===== src/rtl/xor5_sched_pkg.sv =====
// Shared types and constants for the round-robin xor5 parity scheduler.
// Latency: none (declarations only).
// Backpressure: n/a.
package xor5_sched_pkg;

    typedef enum logic [1:0] {
        IDLE = 2'd0,
        RUN  = 2'd1,
        DONE = 2'd2
    } state_t;

    // Width of one reduction chunk fed to the shared slice each cycle.
    localparam int CHUNK_W   = 5;
    // Width of the saturating mismatch counter (expectation-check build only).
    localparam int ERR_CNT_W = 8;

endpackage


===== src/rtl/xor5.sv =====
// Shared 5-bit XOR reduction slice.
// Latency: combinational.
// Backpressure: none; output follows input.
module xor5 (
    input  logic [4:0] a,
    output logic       y
);

    assign y = ^a;

endmodule


===== src/rtl/xor5_rr_arb.sv =====
// Round-robin one-hot grant: first valid requester at or above ptr, wrapping.
// Latency: combinational.
// Backpressure: grants nothing while en is low or no request is valid.
module xor5_rr_arb #(
    parameter  int NUM_REQ = 4,
    localparam int ID_W    = $clog2(NUM_REQ)
) (
    input  logic               en,
    input  logic [NUM_REQ-1:0] req_valid,
    input  logic [ID_W-1:0]    ptr,
    output logic [NUM_REQ-1:0] gnt_oh,
    output logic [ID_W-1:0]    gnt_idx,
    output logic               gnt_vld
);

    logic [ID_W:0]   sum;
    logic [ID_W-1:0] cand;

    // Walk the requesters starting at ptr; the first valid one wins.
    always_comb begin
        gnt_oh  = '0;
        gnt_idx = '0;
        gnt_vld = 1'b0;
        sum     = '0;
        cand    = '0;
        for (int off = 0; off < NUM_REQ; off++) begin
            // ptr and off are both below NUM_REQ, so one subtraction wraps.
            sum = {1'b0, ptr} + (ID_W+1)'(off);
            if (sum >= (ID_W+1)'(NUM_REQ)) begin
                sum = sum - (ID_W+1)'(NUM_REQ);
            end
            cand = sum[ID_W-1:0];
            if (en && !gnt_vld && req_valid[cand]) begin
                gnt_vld      = 1'b1;
                gnt_oh[cand] = 1'b1;
                gnt_idx      = cand;
            end
        end
    end

endmodule


===== src/rtl/xor5_parity_sched.sv =====
// Round-robin scheduler sharing one xor5 slice to compute word parity per requester.
// Latency: rsp_valid rises DATA_W/5 edges after the accepting edge; one result per DATA_W/5+2 cycles.
// Backpressure: result held in DONE until rsp_ready; no new grant until the handshake completes.
// Optional build macro XOR5_SCHED_EXPECT_EN adds req_exp, rsp_err and err_cnt.
module xor5_parity_sched
    import xor5_sched_pkg::*;
#(
    parameter  int NUM_REQ = 4,
    parameter  int DATA_W  = 20,
    localparam int ID_W    = $clog2(NUM_REQ)
) (
    input  logic                      clk,
    input  logic                      rst,
    input  logic [NUM_REQ-1:0]        req_valid,
    output logic [NUM_REQ-1:0]        req_ready,
    input  logic [NUM_REQ*DATA_W-1:0] req_data,
`ifdef XOR5_SCHED_EXPECT_EN
    input  logic [NUM_REQ-1:0]        req_exp,
    output logic                      rsp_err,
    output logic [ERR_CNT_W-1:0]      err_cnt,
`endif
    output logic                      rsp_valid,
    input  logic                      rsp_ready,
    output logic                      rsp_parity,
    output logic [ID_W-1:0]           rsp_id,
    output logic                      busy
);

    localparam int CHUNKS = DATA_W / CHUNK_W;
    localparam int CNT_W  = (CHUNKS > 1) ? $clog2(CHUNKS) : 1;

    if ((DATA_W % CHUNK_W) != 0 || DATA_W < CHUNK_W) begin : g_bad_data_w
        $error("xor5_parity_sched: DATA_W must be a non-zero multiple of 5");
    end
    if (NUM_REQ < 2) begin : g_bad_num_req
        $error("xor5_parity_sched: NUM_REQ must be at least 2");
    end

    state_t              state_q, state_d;
    logic [ID_W-1:0]     ptr_q, ptr_d;
    logic [DATA_W-1:0]   word_q, word_d;
    logic [ID_W-1:0]     id_q, id_d;
    logic                acc_q, acc_d;
    logic [CNT_W-1:0]    cnt_q, cnt_d;
    logic                rsp_valid_q, rsp_valid_d;
    logic                rsp_parity_q, rsp_parity_d;
    logic                busy_q, busy_d;

    logic [NUM_REQ-1:0]  gnt_oh;
    logic [ID_W-1:0]     gnt_idx;
    logic                gnt_vld;
    logic                accept;
    logic                last_chunk;
    logic                handshake;
    logic [DATA_W-1:0]   word_sel;
    logic [CHUNK_W-1:0]  slice_in;
    logic                slice_y;

    xor5_rr_arb #(
        .NUM_REQ (NUM_REQ)
    ) u_arb (
        .en        (state_q == IDLE),
        .req_valid (req_valid),
        .ptr       (ptr_q),
        .gnt_oh    (gnt_oh),
        .gnt_idx   (gnt_idx),
        .gnt_vld   (gnt_vld)
    );

    xor5 u_slice (
        .a (slice_in),
        .y (slice_y)
    );

    // Grants are suppressed while reset is held so nothing looks accepted.
    assign req_ready  = rst ? '0 : gnt_oh;
    assign accept     = gnt_vld && |(req_valid & req_ready);
    assign last_chunk = (cnt_q == CNT_W'(CHUNKS - 1));
    assign handshake  = rsp_valid_q && rsp_ready;

    // Select the granted requester's word and the current chunk of the captured word.
    always_comb begin
        word_sel = '0;
        slice_in = '0;
        for (int i = 0; i < NUM_REQ; i++) begin
            if (gnt_idx == ID_W'(i)) begin
                word_sel = req_data[i*DATA_W +: DATA_W];
            end
        end
        for (int k = 0; k < CHUNKS; k++) begin
            if (cnt_q == CNT_W'(k)) begin
                slice_in = word_q[k*CHUNK_W +: CHUNK_W];
            end
        end
    end

    // Next-state logic: accept in IDLE, fold one chunk per cycle in RUN, wait for handshake in DONE.
    always_comb begin
        state_d      = state_q;
        ptr_d        = ptr_q;
        word_d       = word_q;
        id_d         = id_q;
        acc_d        = acc_q;
        cnt_d        = cnt_q;
        rsp_valid_d  = rsp_valid_q;
        rsp_parity_d = rsp_parity_q;
        case (state_q)
            IDLE: begin
                if (accept) begin
                    state_d = RUN;
                    word_d  = word_sel;
                    id_d    = gnt_idx;
                    acc_d   = 1'b0;
                    cnt_d   = '0;
                    ptr_d   = (gnt_idx == ID_W'(NUM_REQ - 1)) ? '0 : gnt_idx + 1'b1;
                end
            end
            RUN: begin
                acc_d = acc_q ^ slice_y;
                if (last_chunk) begin
                    state_d      = DONE;
                    rsp_valid_d  = 1'b1;
                    rsp_parity_d = acc_q ^ slice_y;
                end else begin
                    cnt_d = cnt_q + 1'b1;
                end
            end
            DONE: begin
                if (rsp_ready) begin
                    state_d     = IDLE;
                    rsp_valid_d = 1'b0;
                end
            end
            default: begin
                state_d     = IDLE;
                rsp_valid_d = 1'b0;
            end
        endcase
        busy_d = (state_d != IDLE);
    end

    // State and registered outputs; reset drops any in-flight word.
    always_ff @(posedge clk or posedge rst) begin
        if (rst) begin
            state_q      <= IDLE;
            ptr_q        <= '0;
            word_q       <= '0;
            id_q         <= '0;
            acc_q        <= 1'b0;
            cnt_q        <= '0;
            rsp_valid_q  <= 1'b0;
            rsp_parity_q <= 1'b0;
            busy_q       <= 1'b0;
        end else begin
            state_q      <= state_d;
            ptr_q        <= ptr_d;
            word_q       <= word_d;
            id_q         <= id_d;
            acc_q        <= acc_d;
            cnt_q        <= cnt_d;
            rsp_valid_q  <= rsp_valid_d;
            rsp_parity_q <= rsp_parity_d;
            busy_q       <= busy_d;
        end
    end

    assign rsp_valid  = rsp_valid_q;
    assign rsp_parity = rsp_parity_q;
    assign rsp_id     = id_q;
    assign busy       = busy_q;

`ifdef XOR5_SCHED_EXPECT_EN
    logic                 exp_q, exp_d;
    logic                 rsp_err_q, rsp_err_d;
    logic [ERR_CNT_W-1:0] err_cnt_q, err_cnt_d;

    // Capture the expectation with the word, flag a mismatch on entry to DONE, count it at handshake.
    always_comb begin
        exp_d     = exp_q;
        rsp_err_d = rsp_err_q;
        err_cnt_d = err_cnt_q;
        if (state_q == IDLE && accept) begin
            exp_d = req_exp[gnt_idx];
        end
        if (state_q == RUN && last_chunk) begin
            rsp_err_d = ((acc_q ^ slice_y) != exp_q);
        end
        if (handshake) begin
            rsp_err_d = 1'b0;
            if (rsp_err_q && err_cnt_q != '1) begin
                err_cnt_d = err_cnt_q + 1'b1;
            end
        end
    end

    // Expectation-check registers; the counter clears only on reset.
    always_ff @(posedge clk or posedge rst) begin
        if (rst) begin
            exp_q     <= 1'b0;
            rsp_err_q <= 1'b0;
            err_cnt_q <= '0;
        end else begin
            exp_q     <= exp_d;
            rsp_err_q <= rsp_err_d;
            err_cnt_q <= err_cnt_d;
        end
    end

    assign rsp_err = rsp_err_q;
    assign err_cnt = err_cnt_q;
`endif

endmodule


===== config.mk =====
export PLATFORM = sky130hd
export DESIGN_NAME = xor5_parity_sched
export DESIGN_NICKNAME = d
export VERILOG_FILES = /design/src/rtl/xor5_sched_pkg.sv /design/src/rtl/xor5.sv /design/src/rtl/xor5_rr_arb.sv /design/src/rtl/xor5_parity_sched.sv
export SDC_FILE = /design/constraint.sdc
export NUM_CORES = 1
export LEC_CHECK = 0
export CAP_MARGIN = 20
export CORE_MARGIN = 10
export CORE_UTILIZATION = 41
export DETAILED_ROUTE_END_ITERATION = 7
export HOLD_SLACK_MARGIN = 0.02
export PLACE_DENSITY = 0.82
export SYNTH_ARGS = -nofsm -noshare
export SYNTH_HDL_FRONTEND = slang
export SYNTH_SLANG_ARGS = --single-unit

===== constraint.sdc =====
create_clock -name clk -period 4.01 [get_ports clk]
set_input_delay 0.802 -clock clk [delete_from_list [all_inputs] [get_ports clk]]
set_output_delay 0.802 -clock clk [all_outputs]
set_load 0.01 [all_outputs]

==> qor.yml <==
postSynthNetCount: 420
maximum_clock_rate_mhz: 259
clkLatencyLatePin_ns: 0.28
core_sq_um: 6390
timing.final.max_slew_violations: 0
all_layer_gr_usage_pct: 16.0
post-route-min-period_ns: 3.87
reg2reg_to: "word_q[9]$_DFFE_PP0P_"
flow.area_growth_from_synthesis_pct: 51.5
cts_buffers: 5
r2r-start: "ptr_q[0]$_DFFE_PP0P_"
clk_pin_slew_worst_paths_ns: 0.06
drive_gt1_share_pct: 13.3
synth_edf_count: 0
clock_tree.htree_level_count: 2
die_h_um: 101
ratio_of_routed_vias_to_standard_cells: 5.38
worstSetupEndpoint: "req_ready[0]"
synth.cell_area_sq_um: 2700
drv.max_cap_violation_count: 0
grt.overflow.total: 0
timing.critical_path.required_ns: 3.21
synth.ff_latch_count: 32
worst_setup_path_start_kind: "input port"
hpwl_um: 6650
post_synth_inst_count: 317
min_period_over_period_pct: 96.4
die_width_um: 101
timing.critical_path.from: "req_valid[3]"
antenna_violating_nets_post_route: 0
grt_setup_unrepaired: "no"
slowest_stage: "clkdlybuf4s50_1"
powerDensity_nw_per_um2: 816
global_route_wire_length_before_repair_um: 13600
cp_data_arrival_time_ns: 3.06
clock_sink_count: 32
design.portCount: 96
critical_path.max_stage_delay_ns: 0.49
max_slew_margin_pct: 64.4
core.rowCount: 29
cts_max_path_buffers: 2
insertedDiodeCount: 0
run_status: "finished clean"
critical_path.cell_chain: "clkdlybuf4s50_1 > nor2b_1 > mux4_2 > and2_4 > buf_4 > a222oi_1 > nor2_1 > dlygate4sd2_1"
initial_utilization_pct: 42.3
detailed_routing_iterations_pass_1: 4
worst_hold_path_type: "flop to flop"
placed_cells: 505
design_power_total_mw: 3.34
worstSetupPathType: "input port to output pin"
antenna_found_initial: 0
synth_ff_type: "dfrtp_1"
num-nets-final: 538
synth_sequential_area_ratio_pct: 29.6
worst_setup_path_end_kind: "output pin"
setup.reg_to_reg.worst_slack_ns: 0.38
place.gp.congestion: 0.879
actual_slew_at_the_worst_max_slew_pin_ns: 0.532
p_leak_nw: 1.82
avgSynthCellArea_sq_um: 8.53
via_count_of_the_first_global_routing_pass: 3001
final.setup_skew_ns: 0.00728
cts_tree: "built"
route.detailed.drc: 0
finalSetupViolations: 0
synth-warning-count: 0
final_cells: 513
worstRegToRegCells: 17
wl_per_cell_um: 15.7
dr_total_vias: 2762
final_hold_viol_count: 0
drt_first_iter_violations: 102
cell_variety_after_synth: 44
timing.critical_path.fanout_max: 5
grt_start_max_net_pins: 41
io_buffer_count: 95
die-area_sq_um: 10200
cts_root_buf: "clkbuf_8"
peakVddDrop_v: 0.000479
ys_async_sr_fraction_pct: 100
wirelength_um: 8040
cell type report:
type	count	area, sq um
fill	537	2290
sequential	32	801
clock buffer	6	72.6
clock inverter	2	35.0
tap	77	96.3
timing repair buffer	131	1270
multi-input combinational	254	1780
inverter	11	41.3
flip-flops by register name, summed over array words and instances, names as in the netlist:
name / cells
busy: 1
state_q: 2
word_q: 20
rsp_parity: 1
cnt_q: 2
acc_q: 1
rsp_id: 2
ptr_q: 2
rsp_valid: 1
power breakdown:
part,internal (mW),switching (mW),total (mW)
sequential,0.474,0.107,0.581
clock,0.184,0.116,0.300
combinational,1.19,1.27,2.46
metrics by stage:
step           utilization, %  setup TNS (ns)  area (sq um)  setup WS [ns]  hold WS, ns
3_3_place_gp             62.0           -8.03          3960         -0.506        0.480
6_report                 64.1               0          4100          0.144        0.503
5_1_grt                  64.1               0          4100       0.000465        0.536
4_1_cts                  63.9               0          4080         0.0105        0.513
2_1_floorplan               -               0          2710         0.0112        0.465
3_5_place_dp             62.1           -1.58          3970         -0.146        0.496
critical path: cells and delay by family:
kind	cells	cell delay, ns
simple gates	3	0.43
buf+inv	3	0.93
compound gates	1	0.42
mux	1	0.48
layer usage:
layer  vias up  track usage (%)  part of all wire (%)
met5         -                0                     0
met2       112             26.5                    48
met4         0             5.68                   1.5
li1       1370                -                     -
met3        11             6.19                   9.6
met1      1269             18.4                    41
placed cells by master, fill, tap and decap left out, types with 2 or more instances in the layout:
cell type	n
clkdlybuf4s50_1	89
nand2_1	34
nor2_1	33
buf_4	33
dfrtp_1	32
o21ai_0	27
a21oi_1	24
a22oi_1	21
mux2_1	19
ha_1	16
xnor2_1	10
inv_1	9
nor2b_1	9
a22o_1	6
clkbuf_8	5
nor3_1	4
mux2i_1	4
a222oi_1	4
nand3_1	4
xor2_1	4
mux2_4	4
dlymetal6s2s_1	4
mux2i_2	3
o21ai_1	3
buf_12	3
nor3b_1	2
a2111o_1	2
and3_1	2
and2_1	2
a221oi_1	2
a211oi_1	2
dlygate4sd2_1	2
how the worst min path moves through the flow:
stage                                     start                    end  cells past startpoint
after detailed placement  rsp_id[0]$_DFFE_PP0P_  rsp_id[0]$_DFFE_PP0P_                      1
after global placement    word_q[9]$_DFFE_PP0P_  word_q[9]$_DFFE_PP0P_                      1
after floorplan           word_q[4]$_DFFE_PP0P_  word_q[4]$_DFFE_PP0P_                      1
after global routing      word_q[6]$_DFFE_PP0P_  word_q[6]$_DFFE_PP0P_                      1
final                     rsp_id[0]$_DFFE_PP0P_  rsp_id[0]$_DFFE_PP0P_                      1
after CTS                 rsp_id[0]$_DFFE_PP0P_  rsp_id[0]$_DFFE_PP0P_                      1
logic make-up after synthesis:
family / after synthesis / synth area share, %
flops: 32 / 29.6
simple gates: 95 / 15.8
fa+ha+maj: 16 / 7.40
buf+inv: 31 / 5.27
mux: 31 / 13.6
xor+xnor: 14 / 4.53
compound gates: 98 / 23.8
cell usage after synthesis, drive strengths merged (6+ instances only):
cell,instances,area [sq um]
ha,16,200
buf,9,60.1
o21ai,30,150
mux2i,7,70.1
dfrtp,32,801
xnor2,10,87.6
a21oi,24,120
mux2,23,274
nand2,34,128
a22o,6,52.6
nor2b,9,56.3
inv,10,37.5
clkbuf,11,41.3
a22oi,21,158
nor2,33,124
timing repair:
action,4_1_cts,5_1_grt
hold buffers,0,0
setup buffers,0,0
gates resized for setup,4,7
pin swaps,1,0
cloned,0,0
setup endpoints to repair,2,18
Power figures use the tool's default switching activity.
